File: src/rtl/wb_spi_slave_if.sv
// Wishbone register port and SPI pins of wb_spi_slave grouped as one bundle.
// The master modport is the SoC/external side; the slave modport is the responder.
interface wb_spi_slave_if;
  logic [31:0] wb_adr_i;
  logic [31:0] wb_dat_i;
  logic [31:0] wb_dat_o;
  logic [3:0]  wb_sel_i;
  logic        wb_stb_i;
  logic        wb_cyc_i;
  logic        wb_we_i;
  logic        wb_ack_o;
  logic        spi_sck;
  logic        spi_mosi;
  logic        spi_cs_n;
  logic        spi_miso;
  logic        spi_miso_oe;
  logic        intr;

  modport slave (
    input  wb_adr_i, wb_dat_i, wb_sel_i, wb_stb_i, wb_cyc_i, wb_we_i,
    input  spi_sck, spi_mosi, spi_cs_n,
    output wb_dat_o, wb_ack_o, spi_miso, spi_miso_oe, intr
  );

  modport master (
    output wb_adr_i, wb_dat_i, wb_sel_i, wb_stb_i, wb_cyc_i, wb_we_i,
    output spi_sck, spi_mosi, spi_cs_n,
    input  wb_dat_o, wb_ack_o, spi_miso, spi_miso_oe, intr
  );
endinterface

File: src/rtl/wb_spi_slave.sv
// SPI mode-0 byte responder with a Wishbone register port; SPI pins oversampled in clk.
// Optional interrupt logic is built when SPI_SLAVE_IRQ_EN is defined.
module wb_spi_slave #(
  parameter logic [7:0] dummy_byte = 8'hFF
) (
  input logic           clk,
  input logic           rst,
  wb_spi_slave_if.slave bus
);

  logic       sck_meta_r, sck_sync_r, sck_prev_r;
  logic       mosi_meta_r, mosi_sync_r;
  logic       cs_meta_r, cs_sync_r, cs_prev_r;
  logic [7:0] shreg_r, shreg_n;
  logic [2:0] bit_cnt_r, bit_cnt_n;
  logic       miso_r, miso_n;
  logic [7:0] rx_hold_r, rx_hold_n, tx_hold_r, tx_hold_n;
  logic       rx_full_r, rx_full_n, tx_full_r, tx_full_n, ovr_r, ovr_n;
  logic       ack_r;
  logic [31:0] dat_o_r, rdata_s, ctrl_rd_s;
  logic       sck_rise_s, sck_fall_s, cs_start_s, byte_done_s, load_s;
  logic       access_s, rd_s, wr_s, pop_s, tx_wr_s, ovr_clr_s;
  logic [1:0] reg_sel_s;
  logic [7:0] byte_s, load_byte_s;
  logic       unused_s;

  // Two-flop synchronisers plus edge history; chip select is kept active-high so reset means idle
  always_ff @(posedge clk or negedge rst) begin
    if (!rst) begin
      sck_meta_r  <= 1'b0;
      sck_sync_r  <= 1'b0;
      sck_prev_r  <= 1'b0;
      mosi_meta_r <= 1'b0;
      mosi_sync_r <= 1'b0;
      cs_meta_r   <= 1'b0;
      cs_sync_r   <= 1'b0;
      cs_prev_r   <= 1'b0;
    end else begin
      sck_meta_r  <= bus.spi_sck;
      sck_sync_r  <= sck_meta_r;
      sck_prev_r  <= sck_sync_r;
      mosi_meta_r <= bus.spi_mosi;
      mosi_sync_r <= mosi_meta_r;
      cs_meta_r   <= ~bus.spi_cs_n;
      cs_sync_r   <= cs_meta_r;
      cs_prev_r   <= cs_sync_r;
    end
  end

  assign sck_rise_s  = sck_sync_r & ~sck_prev_r & cs_sync_r;
  assign sck_fall_s  = ~sck_sync_r & sck_prev_r & cs_sync_r;
  assign cs_start_s  = cs_sync_r & ~cs_prev_r;
  assign byte_s      = {shreg_r[6:0], mosi_sync_r};
  assign byte_done_s = sck_rise_s & (bit_cnt_r == 3'd7);
  assign load_s      = cs_start_s | byte_done_s;
  assign load_byte_s = tx_full_r ? tx_hold_r : dummy_byte;

  assign access_s  = bus.wb_stb_i & bus.wb_cyc_i & ~ack_r;
  assign rd_s      = access_s & ~bus.wb_we_i;
  assign wr_s      = access_s & bus.wb_we_i;
  assign reg_sel_s = bus.wb_adr_i[3:2];
  assign pop_s     = rd_s & (reg_sel_s == 2'd0);
  assign tx_wr_s   = wr_s & (reg_sel_s == 2'd1);
  assign ovr_clr_s = wr_s & (reg_sel_s == 2'd2) & bus.wb_dat_i[2];

  // Shift engine: shift in on SCK rise, present the next MISO bit on SCK fall
  always_comb begin
    shreg_n   = shreg_r;
    bit_cnt_n = bit_cnt_r;
    miso_n    = miso_r;
    if (!cs_sync_r) begin
      bit_cnt_n = 3'd0;
      miso_n    = 1'b0;
    end else if (load_s) begin
      shreg_n   = load_byte_s;
      bit_cnt_n = 3'd0;
      miso_n    = load_byte_s[7];
    end else if (sck_rise_s) begin
      shreg_n   = byte_s;
      bit_cnt_n = bit_cnt_r + 3'd1;
    end else if (sck_fall_s && (bit_cnt_r != 3'd0)) begin
      miso_n    = shreg_r[7];
    end else begin
      miso_n    = miso_r;
    end
  end

  // Receive holding register, overrun flag and transmit holding register
  always_comb begin
    rx_hold_n = rx_hold_r;
    rx_full_n = rx_full_r;
    ovr_n     = ovr_clr_s ? 1'b0 : ovr_r;
    tx_hold_n = tx_hold_r;
    tx_full_n = tx_full_r;
    if (byte_done_s) begin
      if (!rx_full_r || pop_s) begin
        rx_hold_n = byte_s;
        rx_full_n = 1'b1;
      end else begin
        ovr_n = 1'b1;
      end
    end else if (pop_s) begin
      rx_full_n = 1'b0;
    end else begin
      rx_full_n = rx_full_r;
    end
    // A write racing a load keeps the new byte; the load already used the old state
    if (tx_wr_s) begin
      tx_hold_n = bus.wb_dat_i[7:0];
      tx_full_n = 1'b1;
    end else if (load_s) begin
      tx_full_n = 1'b0;
    end else begin
      tx_full_n = tx_full_r;
    end
  end

  // Register read multiplexer
  always_comb begin
    case (reg_sel_s)
      2'd0:    rdata_s = {24'd0, rx_hold_r};
      2'd2:    rdata_s = {28'd0, cs_sync_r, ovr_r, ~tx_full_r, rx_full_r};
      2'd3:    rdata_s = ctrl_rd_s;
      default: rdata_s = 32'd0;
    endcase
  end

  // State registers and registered bus outputs
  always_ff @(posedge clk or negedge rst) begin
    if (!rst) begin
      shreg_r   <= 8'd0;
      bit_cnt_r <= 3'd0;
      miso_r    <= 1'b0;
      rx_hold_r <= 8'd0;
      rx_full_r <= 1'b0;
      ovr_r     <= 1'b0;
      tx_hold_r <= 8'd0;
      tx_full_r <= 1'b0;
      ack_r     <= 1'b0;
      dat_o_r   <= 32'd0;
    end else begin
      shreg_r   <= shreg_n;
      bit_cnt_r <= bit_cnt_n;
      miso_r    <= miso_n;
      rx_hold_r <= rx_hold_n;
      rx_full_r <= rx_full_n;
      ovr_r     <= ovr_n;
      tx_hold_r <= tx_hold_n;
      tx_full_r <= tx_full_n;
      ack_r     <= access_s;
      dat_o_r   <= rd_s ? rdata_s : 32'd0;
    end
  end

`ifdef SPI_SLAVE_IRQ_EN
  logic rx_ie_r, tx_ie_r, intr_r;

  // Interrupt enables and the registered level interrupt
  always_ff @(posedge clk or negedge rst) begin
    if (!rst) begin
      rx_ie_r <= 1'b0;
      tx_ie_r <= 1'b0;
      intr_r  <= 1'b0;
    end else begin
      if (wr_s && (reg_sel_s == 2'd3)) begin
        rx_ie_r <= bus.wb_dat_i[0];
        tx_ie_r <= bus.wb_dat_i[1];
      end else begin
        rx_ie_r <= rx_ie_r;
        tx_ie_r <= tx_ie_r;
      end
      intr_r <= (rx_ie_r & rx_full_r) | (tx_ie_r & ~tx_full_r) | ovr_r;
    end
  end

  assign ctrl_rd_s = {30'd0, tx_ie_r, rx_ie_r};
  assign bus.intr  = intr_r;
`else
  assign ctrl_rd_s = 32'd0;
  assign bus.intr  = 1'b0;
`endif

  assign bus.wb_ack_o    = ack_r;
  assign bus.wb_dat_o    = dat_o_r;
  assign bus.spi_miso    = miso_r;
  assign bus.spi_miso_oe = cs_sync_r;
  assign unused_s = ^{bus.wb_sel_i, bus.wb_adr_i[31:4], bus.wb_adr_i[1:0], bus.wb_dat_i[31:8]};

endmodule
File: src/flat_wrapper.sv
// flat-port wrapper written by rule: the top's interface ports become plain ports
module wb_spi_slave_flat 
#(
  parameter logic [7:0] dummy_byte = 8'hFF
)
  (clk, rst, bus_wb_adr_i, bus_wb_dat_i, bus_wb_sel_i, bus_wb_stb_i, bus_wb_cyc_i, bus_wb_we_i, bus_spi_sck, bus_spi_mosi, bus_spi_cs_n, bus_wb_dat_o, bus_wb_ack_o, bus_spi_miso, bus_spi_miso_oe, bus_intr);
  wb_spi_slave_if bus_i ();
  input logic clk;
  input logic rst;
  input wire logic [$bits(bus_i.wb_adr_i)-1:0] bus_wb_adr_i;
  input wire logic [$bits(bus_i.wb_dat_i)-1:0] bus_wb_dat_i;
  input wire logic [$bits(bus_i.wb_sel_i)-1:0] bus_wb_sel_i;
  input wire logic [$bits(bus_i.wb_stb_i)-1:0] bus_wb_stb_i;
  input wire logic [$bits(bus_i.wb_cyc_i)-1:0] bus_wb_cyc_i;
  input wire logic [$bits(bus_i.wb_we_i)-1:0] bus_wb_we_i;
  input wire logic [$bits(bus_i.spi_sck)-1:0] bus_spi_sck;
  input wire logic [$bits(bus_i.spi_mosi)-1:0] bus_spi_mosi;
  input wire logic [$bits(bus_i.spi_cs_n)-1:0] bus_spi_cs_n;
  output wire logic [$bits(bus_i.wb_dat_o)-1:0] bus_wb_dat_o;
  output wire logic [$bits(bus_i.wb_ack_o)-1:0] bus_wb_ack_o;
  output wire logic [$bits(bus_i.spi_miso)-1:0] bus_spi_miso;
  output wire logic [$bits(bus_i.spi_miso_oe)-1:0] bus_spi_miso_oe;
  output wire logic [$bits(bus_i.intr)-1:0] bus_intr;
  assign bus_i.wb_adr_i = bus_wb_adr_i;
  assign bus_i.wb_dat_i = bus_wb_dat_i;
  assign bus_i.wb_sel_i = bus_wb_sel_i;
  assign bus_i.wb_stb_i = bus_wb_stb_i;
  assign bus_i.wb_cyc_i = bus_wb_cyc_i;
  assign bus_i.wb_we_i = bus_wb_we_i;
  assign bus_i.spi_sck = bus_spi_sck;
  assign bus_i.spi_mosi = bus_spi_mosi;
  assign bus_i.spi_cs_n = bus_spi_cs_n;
  assign bus_wb_dat_o = bus_i.wb_dat_o;
  assign bus_wb_ack_o = bus_i.wb_ack_o;
  assign bus_spi_miso = bus_i.spi_miso;
  assign bus_spi_miso_oe = bus_i.spi_miso_oe;
  assign bus_intr = bus_i.intr;
  wb_spi_slave #(.dummy_byte(dummy_byte)) u_core (.clk(clk), .rst(rst), .bus(bus_i));
endmodule
File: config.mk
export PLATFORM = sky130hd
export DESIGN_NAME = wb_spi_slave_flat
export DESIGN_NICKNAME = d
export VERILOG_FILES = /design/src/rtl/wb_spi_slave_if.sv /design/src/rtl/wb_spi_slave.sv /design/src/flat_wrapper.sv
export SDC_FILE = /design/constraint.sdc
export NUM_CORES = 1
export LEC_CHECK = 0
export ABC_AREA = 0
export CELL_PAD_IN_SITES_DETAIL_PLACEMENT = 0
export CELL_PAD_IN_SITES_GLOBAL_PLACEMENT = 1
export CORE_ASPECT_RATIO = 1.2
export CORE_UTILIZATION = 45
export CTS_BUF_LIST = sky130_fd_sc_hd__clkbuf_8
export DETAILED_ROUTE_END_ITERATION = 7
export DONT_BUFFER_PORTS = 1
export PLACE_DENSITY_LB_ADDON = 0.1
export SYNTH_ARGS = -nofsm -noshare
export SYNTH_HDL_FRONTEND = slang
export SYNTH_SLANG_ARGS = --single-unit
File: constraint.sdc
create_clock -name clk -period 3.25 [get_ports clk]
set_clock_uncertainty 0.2 [all_clocks]
set_input_delay 0.4875 -clock clk [delete_from_list [all_inputs] [get_ports clk]]
set_output_delay 0.4875 -clock clk [all_outputs]
set_load 0.05 [all_outputs]
==> results of run 1 <==
## logic make-up after synthesis
group / count (synthesis) / synth area share, %
simple gates: 45 / 13.32
compound gates: 23 / 9.113
buf+inv: 35 / 10.69
flops: 48 / 56.07
fa+ha+maj: 3 / 1.753
mux: 17 / 8.878
other cells: 1 / 0.1751
## worst max-delay path: cells and delay by family (launching register included)
family | cells | cell delay (ps)
DFF | 1 | 850
buffers and inverters | 1 | 230
AOI/OAI and AO/OA | 2 | 850
and+or+nand+nor | 1 | 100
## area by class of cell
type,count,area (um2)
multi-input combinational,113,802.0
clock buffer,5,68.82
inverter,8,30.03
sequential,48,1201
clock inverter,3,38.79
timing repair buffer,4,57.56
fill,451,2323
tap,58,72.57
## state kept, by name, indices dropped and copies added (netlist names), 3 cells and up
signal               flops
u_core.bit_cnt_r         3
u_core.shreg_r           8
u_core.rx_hold_r         8
u_core.bus.wb_dat_o      8
u_core.tx_hold_r         8
## routing by layer
metal / GRT usage, % / vias up / part of all wire (%)
met5: 0 / - / 0
met4: 6.000 / 0 / 1.6
met3: 4.412 / 5 / 5.3
met2: 25.42 / 42 / 50
met1: 17.37 / 576 / 43
li1: - / 566 / -
## worst paths after layout
kind                                          endpoint  cells past startpoint
worst max-delay path                 u_core.shreg_r[3]                      4
min in group asynchronous             u_core.rx_full_r                      2
worst min register to register  u_core.bus.spi_miso_oe                      0
worst min-delay path                  u_core.cs_meta_r                      1
worst max register to register       u_core.shreg_r[3]                      4
max in group asynchronous            u_core.shreg_r[2]                      2
## power by group through the flow
stage               Combinational, mW  Clock, mW  Sequential, mW
finish                          0.166      0.410           0.701
global route                    0.182      0.446           0.709
CTS                             0.166      0.426           0.702
detailed placement              0.149          0           0.714
global placement                0.145          0           0.712
floorplan                       0.163          0           0.698
## synth_stat cells (all sizes together) (2+ instances only)
master  count  area, um2
a22o        2      17.52
nand3b      2      27.53
ha          3      37.54
o31ai       8      60.06
and2        4      25.02
nand2      13      51.30
a32o        2      20.02
buf        26      195.2
mux2       16      180.2
nor2        8      30.03
nand4b      2      17.52
o21ai       7      38.78
nor4b       2      17.52
nor3b       8      60.06
dfrtp      48       1201
inv         8      30.03
## timing repair
action,in CTS,in global routing
hold buffers,2,2
setup endpoints to repair,0,0
setup buffers,0,0
hold endpoints to repair,48,2
## cells in the final DEF, fill, tap and decap left out, drive strengths merged
cell type    count
nand3b           2
inv              9
o21ai            7
o41ai            1
dlygate4sd3      3
a22o             2
a21oi            1
nand4b           2
o31ai            8
nand2           13
and2             4
nor3             1
dfrtp           48
and4b            1
nor3b            8
mux2i            1
nor4b            2
nor2             8
nor4             1
a32o             2
mux2            16
bufinv           1
nor2b            1
clkinv           1
a211oi           1
nand2b           1
a21o             1
conb            25
clkbuf           5
buf              1
nand3            1
ha               3
==> impl_metrics.yaml, run 1 <==
detailed_routing:
  drtPass1Iterations: 4
  vias_per_cell: 4.975
  via_total_after_detailed_routing: 1189
  drt_iter0_drc: 38
  detail_route.wl_per_cell_um: 14.18
  detail_route.wirelength_um: 3388
  drt_drc_violations_left: 0
  drtAntennaViolNets: 0
pwr:
  ir_drop_uv: 378.6
  post-layout-total-power_mw: 1.277
  power.share.clock_pct: 32.1
  share_comb_of_total_power_pct: 13.0
  p_sw_share_pct: 27.19
  intPower_mw: 0.9295
  power-per-cell-area_nw_per_um2: 562.2
  static-leakage-power_nw: 1.095
  share_seq_of_total_power_pct: 54.9
  power.switching_mw: 0.3472
setup_path:
  timing.critical_path.from: "u_core.bus.spi_miso_oe"
  cp-end-kind: "flop"
  cp_max_fo: 10
  r2r_setup_slack_ps: 930
  critical_path_required_time_ps: 3250
  setup.worst_path.start_class: "flop"
  crit_slowest_cell: "dfrtp_1"
  maximum_cell_stage_delay_along_the_critical_path_ps: 850
  critical_setup_path_kind: "reg -> reg"
  crit_arrival_ps: 2320
  r2r_start: "u_core.bus.spi_miso_oe"
  cp_cell_sequence: "inv_1 > o21ai_1 > nor2_1 > o31ai_1"
floorplanning:
  dieArea_um2: 5041
  core.rowCount: 27
  die_height_um: 77.58
  dieWidth_um: 64.98
  floorplan.core_area_um2: 4594
  initial_utilization_pct: 46.62
  pin_count: 112
timing:
  finalWorstPathRequiredPeriod_ps: 2323
  post_layout_worst_setup_margin_ps: 927.0
  finalSetupViolations: 0
  worstMarginPinSlew_ps: 768.7
  grt_setup_unrepaired: "no"
  slew_headroom_pct: 48.75
  fmax_mhz: 430.5
  drv_slew: 0
  final.period_utilization_pct: 71.48
  timing.setup.tns_ps: 0
  endpoints_failing_hold: 0
  fin_hold_ws_ps: 41.70
outcome:
  run_status: "completed"
cells_and_area:
  synthToLayoutAreaGrowth_pct: 6.016
  drive_gt1_share_pct: 17.13
  antennaDiodeCount: 0
  post-route-cell-area_um2: 2271
  postLayoutCoreUtil_pct: 49.43
  number_of_standard_cells_in_the_final_layout_excluding_fillers: 239
  design.final.nets: 259
cts:
  worst_skew_pair.late_latency_ps: 290
  numClockSinks: 48
  cts_buffer_depth: 2
  tritoncts_clock_tree: "done"
  cts.reportedPaths.clkPinSlew_ps: 80
  cts_htree_levels: 2
  cts_root_buffer: "clkbuf_8"
  cts_repair_resize_count: 0
  number_of_buffers_created_by_cts: 5
placed_design:
  detailed_place_hpwl_um: 2438
  place.port_buffers: 0
  place.gp.congestion: 0.6795
  dpl.cell_count: 227
  placement.cell_area_um2: 2106
  pre_cts_slack_ps: 911.0
logic_synthesis:
  synth-edff-count: 0
  ys_seq_elements: 48
  synthesis.area_per_instance_um2: 12.45
  synth-warning-count: 0
  share_of_async_settable_or_async_resettable_flops_after_synthesis_pct: 100.0
  synth-main-ff-cell: "dfrtp_1"
  synth_cell_types: 33
  post_synthesis_cell_area_um2: 2142
  syn_inst: 172
  synth_sequential_area_ratio_pct: 56.07
grt:
  global_route.overflow_total: 0
  first_global_vias: 1216
  grt_antenna_before_repair: 0
  globalRouteTotalUtil_pct: 14.97
  largest_net_degree_at_the_start_of_global_routing: 49
  wire_length_of_the_first_global_routing_pass_um: 5671
hold_path:
  timing.hold.worst.class: "in -> reg"
  min_from: "bus_spi_cs_n"
flow_run:
  cap_viol_max_count: 0
Power figures use the tool's default switching activity.
==> run 2, diff against run 1 <==
- clock period: 3.25 -> 2.2 ns (I/O delays scaled with it)
==> impl_metrics.yaml, run 2 (same netlist as run 1, synthesis figures left out) <==
outcome:
  run_status: "completed"
hold_path:
  timing.hold.worst.class: "in -> reg"
  min_from: "bus_wb_cyc_i"
  min_path_cells: 2
timing:
  worstMarginPinSlew_ps: 634.1
  endpoints_failing_hold: 0
  slew_headroom_pct: 57.44
  finalWorstPathRequiredPeriod_ps: 2019
  finalSetupViolations: 0
  fmax_mhz: 495.3
  drv_slew: 0
  grt_setup_unrepaired: "no"
  final.period_utilization_pct: 91.77
  timing.setup.tns_ps: 0
detailed_routing:
  via_total_after_detailed_routing: 1273
  detail_route.wirelength_um: 3557
  drt_drc_violations_left: 0
  drtAntennaViolNets: 0
  drtPass1Iterations: 4
  drt_iter0_drc: 56
  detail_route.wl_per_cell_um: 14.06
  vias_per_cell: 5.032
cells_and_area:
  number_of_standard_cells_in_the_final_layout_excluding_fillers: 253
  antennaDiodeCount: 0
  mostFrequentLayoutCell: "dfrtp_1"
  layout_common_cells: "dfrtp_1 (48), conb_1 (25), mux2_2 (16)"
  post-route-cell-area_um2: 2404
  synthToLayoutAreaGrowth_pct: 12.21
  drive_gt1_share_pct: 17.44
  postLayoutCoreUtil_pct: 52.31
  design.final.nets: 273
setup_path:
  critical_path_required_time_ps: 2200
  timing.critical_path.from: "u_core.bit_cnt_r[0]"
  worstRegToRegCells: 6
  cp-end-kind: "flop"
  critical_setup_path_kind: "reg -> reg"
  r2r_start: "u_core.bit_cnt_r[0]"
  crit_arrival_ps: 2020
  setup.worst_path.start_class: "flop"
  cp_max_fo: 10
floorplanning:
  core.rowCount: 27
  pin_count: 112
  initial_utilization_pct: 46.62
  floorplan.core_area_um2: 4594
  die_height_um: 77.58
  dieWidth_um: 64.98
  dieArea_um2: 5041
pwr:
  p_sw_share_pct: 27.26
  share_comb_of_total_power_pct: 14.6
  power-per-cell-area_nw_per_um2: 797.2
  static-leakage-power_nw: 1.155
  ir_drop_uv: 400.4
  power.switching_mw: 0.5224
  intPower_mw: 1.394
  power.share.clock_pct: 31.8
  share_seq_of_total_power_pct: 53.7
grt:
  global_route.overflow_total: 0
  first_global_vias: 1327
  globalRouteTotalUtil_pct: 15.97
  grt_antenna_before_repair: 0
  largest_net_degree_at_the_start_of_global_routing: 49
  wire_length_of_the_first_global_routing_pass_um: 6078
placed_design:
  place.gp.congestion: 0.6678
  detailed_place_hpwl_um: 2504
  place.port_buffers: 0
  placement.cell_area_um2: 2128
  dpl.cell_count: 230
cts:
  cts.reportedPaths.clkPinSlew_ps: 80
  numClockSinks: 48
  cts_root_buffer: "clkbuf_8"
  number_of_buffers_created_by_cts: 5
  cts_repair_resize_count: 0
  cts_buffer_depth: 2
  tritoncts_clock_tree: "done"
  worst_skew_pair.late_latency_ps: 290
  cts_htree_levels: 2
flow_run:
  cap_viol_max_count: 0
[run 2: changes by cell type in the layout (fill, tap and decap cells not counted), sizes merged]
| cell | before | now |
|---|---|---|
| dlygate4sd3 | 3 | 14 |
| buf | 1 | 4 |
[run 2: power groups by stage]
stage	Clock [mW]	Combinational [mW]	Sequential (mW)
global route	0.662	0.302	1.04
global placement	0	0.227	1.04
finish	0.609	0.279	1.03
CTS	0.624	0.282	1.03
detailed placement	0	0.234	1.05
floorplan	0	0.241	1.03
[run 2: metal layers]
| metal | track usage [%] | wire length (um) | vias up |
|---|---|---|---|
| met3 | 3.971 | 161 | 6 |
| met1 | 18.84 | 1503 | 634 |
| met5 | 0 | 0 | - |
| met2 | 27.60 | 1839 | 44 |
| li1 | - | - | 589 |
| met4 | 5.778 | 53 | 0 |
[run 2: worst paths after layout]
path	end	slack, ps
worst max-delay path	u_core.shreg_r[7]	180
worst min-delay path	u_core.bus.wb_ack_o	40
worst max register to register	u_core.shreg_r[7]	180
worst min register to register	u_core.bus.spi_miso_oe	150
max in group asynchronous	u_core.shreg_r[4]	1240
min in group asynchronous	u_core.bus.wb_dat_o[1]	350
[run 2: stage by stage]
stage	power, mW	worst slack [ps]	hold WS, ps
floorplan	1.272	321.5	-165.6
global placement	1.271	238.5	-164.7
detailed placement	1.282	206.9	-164.4
CTS	1.937	180.1	31.37
global route	2.005	86.03	40.02
finish	1.916	181.1	37.20
[run 2: layout make-up]
| type | instances | area [um2] |
|---|---|---|
| well taps | 58 | 72.57 |
| clock inverters | 3 | 38.79 |
| fillers | 446 | 2191 |
| repair buffers | 18 | 190.2 |
| multi-input cells | 113 | 802.0 |
| inverters | 8 | 30.03 |
| clock buffers | 5 | 68.82 |
| flip-flops and latches | 48 | 1201 |
[run 2: repair_timing]
| item | in CTS | in global routing |
|---|---|---|
| hold buffers | 15 | 0 |
| endpoints found under the hold margin | 60 | 0 |
| setup buffers | 0 | 0 |
[run 2: worst max-delay path, cell delays in order, from the launching register on]
cell	delay, ps
dfrtp_1	420
ha_1	220
ha_1	210
and4b_1	260
a21oi_4	280
nor3b_1	120
o31ai_1	220
==> run 3, diff against run 2 <==
- GPL_TIMING_DRIVEN: not set -> 1
- clock period: 2.2 -> 2.5 ns (I/O delays scaled with it)
==> impl_metrics.yaml, run 3 (same netlist as run 1, synthesis figures left out) <==
pwr:
  power.switching_mw: 0.4509
  post-layout-total-power_mw: 1.663
  static-leakage-power_nw: 1.110
  p_sw_share_pct: 27.12
  ir_drop_uv: 437.7
  power-per-cell-area_nw_per_um2: 724.1
  intPower_mw: 1.212
  power.share.clock_pct: 32.0
  share_seq_of_total_power_pct: 54.4
  share_comb_of_total_power_pct: 13.6
floorplanning:
  core.rowCount: 27
  floorplan.core_area_um2: 4594
  initial_utilization_pct: 46.62
  dieWidth_um: 64.98
  die_height_um: 77.58
  dieArea_um2: 5041
  pin_count: 112
timing:
  fmax_mhz: 493.5
  finalSetupViolations: 0
  post_layout_worst_setup_margin_ps: 473.5
  timing.setup.tns_ps: 0
  finalWorstPathRequiredPeriod_ps: 2026
  final.period_utilization_pct: 81.06
  grt_setup_unrepaired: "no"
  worstMarginPinSlew_ps: 690.1
  endpoints_failing_hold: 0
  fin_hold_ws_ps: 30.95
  drv_slew: 0
  slew_headroom_pct: 53.99
grt:
  largest_net_degree_at_the_start_of_global_routing: 49
  global_route.overflow_total: 0
  met1_usage_pct: 17.66
  globalRouteTotalUtil_pct: 15.84
  grt_util_met3_pct: 4.706
  grt_antenna_before_repair: 0
  first_global_vias: 1325
  grt_most_used_layer: "met2"
  wire_length_of_the_first_global_routing_pass_um: 6037
  gr-usage-met2_pct: 28.13
outcome:
  run_status: "completed"
setup_path:
  cp_common_cell: "ha_1"
  cp-end-kind: "flop"
  crit_slowest_cell: "dfrtp_1"
  cp_cell_sequence: "ha_1 > ha_1 > and4b_1 > a21oi_4 > nor3b_1 > a211oi_1"
  critical_path_required_time_ps: 2500
  maximum_cell_stage_delay_along_the_critical_path_ps: 420
  crit_arrival_ps: 2030
  setup.worst_path.start_class: "flop"
  cp_max_fo: 10
  critical_setup_path_kind: "reg -> reg"
  critical_path.top_delay_family: "compound AO/OA/AOI/OAI gates"
  critical_path.n_buffers_inverters: 0
detailed_routing:
  detail_route.wirelength_um: 3493
  vias_per_cell: 4.909
  drt_iter0_drc: 55
  drt_drc_violations_left: 0
  drtAntennaViolNets: 0
  detail_route.wl_per_cell_um: 14.43
  via_total_after_detailed_routing: 1188
  drtPass1Iterations: 4
cts:
  numClockSinks: 48
  cts_buffer_depth: 2
  cts_htree_levels: 2
  cts_repair_resize_count: 0
  cts_root_buffer: "clkbuf_8"
  number_of_buffers_created_by_cts: 5
  cts.reportedPaths.clkPinSlew_ps: 80
  tritoncts_clock_tree: "done"
  worst_skew_pair.late_latency_ps: 290
cells_and_area:
  drive_gt1_share_pct: 17.93
  multiInputGateArea_um2: 802.0
  synthToLayoutAreaGrowth_pct: 7.185
  design.final.nets: 262
  seq_area_um2: 1201
  layout_common_cells: "dfrtp_1 (48), conb_1 (25), mux2_2 (16)"
  antennaDiodeCount: 0
  mostFrequentLayoutCell: "dfrtp_1"
  n_fill_cell: 443
placed_design:
  place.gp.congestion: 0.7032
  detailed_place_hpwl_um: 2515
  place.port_buffers: 0
  pre_cts_slack_ps: 481.1
flow_run:
  cap_viol_max_count: 0
hold_path:
  timing.hold.worst.class: "in -> reg"
[run 3: metrics by stage]
stage / utilization (%) / cells / cell area (um2)
2_1_floorplan: - / 196 / 2232
3_3_place_gp: 46.16 / 229 / 2121
3_5_place_dp: 46.16 / 229 / 2121
5_1_grt: 49.97 / 242 / 2296
6_report: 49.97 / 242 / 2296
4_1_cts: 49.97 / 242 / 2296
[run 3: what timing repair did]
item                      in CTS  in global routing
hold endpoints to repair      51                  0
hold buffers                   5                  0
buffers inserted               0                  0
[run 3: metal layers]
metal  share of wire, %  vias to the layer above  wire [um]
met1                 42                      578       1461
met4               0.43                        0         15
met5                  0                        -          0
li1                   -                      566          -
met2                 53                       42       1839
met3                5.0                        2        176
[run 3: power groups by stage]
stage / combinational [mW] / clock [mW] / sequential [mW]
global placement: 0.198 / 0 / 0.919
CTS: 0.229 / 0.555 / 0.907
floorplan: 0.212 / 0 / 0.908
global route: 0.247 / 0.583 / 0.916
detailed placement: 0.203 / 0 / 0.923
finish: 0.225 / 0.532 / 0.905
[run 3: final cells by class]
type | count | area share [%]
clock buffer | 5 | 2.997
inverter | 8 | 1.308
multi-input combinational | 113 | 34.93
sequential | 48 | 52.32
clock inverter | 3 | 1.689
tap | 58 | 3.161
timing repair buffer | 7 | 3.597
[run 3: worst paths after layout]
kind	to	slack (ps)	depth (start not counted)	start
max	u_core.bus.spi_miso	470	6	u_core.bit_cnt_r[0]
min	u_core.tx_hold_r[7]	30	1	bus_wb_dat_i[7]
max reg2reg	u_core.bus.spi_miso	470	6	u_core.bit_cnt_r[0]
min reg2reg	u_core.sck_sync_r	150	0	u_core.sck_meta_r
max in group asynchronous	u_core.shreg_r[1]	1500	2	rst
min in group asynchronous	u_core.bus.wb_ack_o	380	2	rst
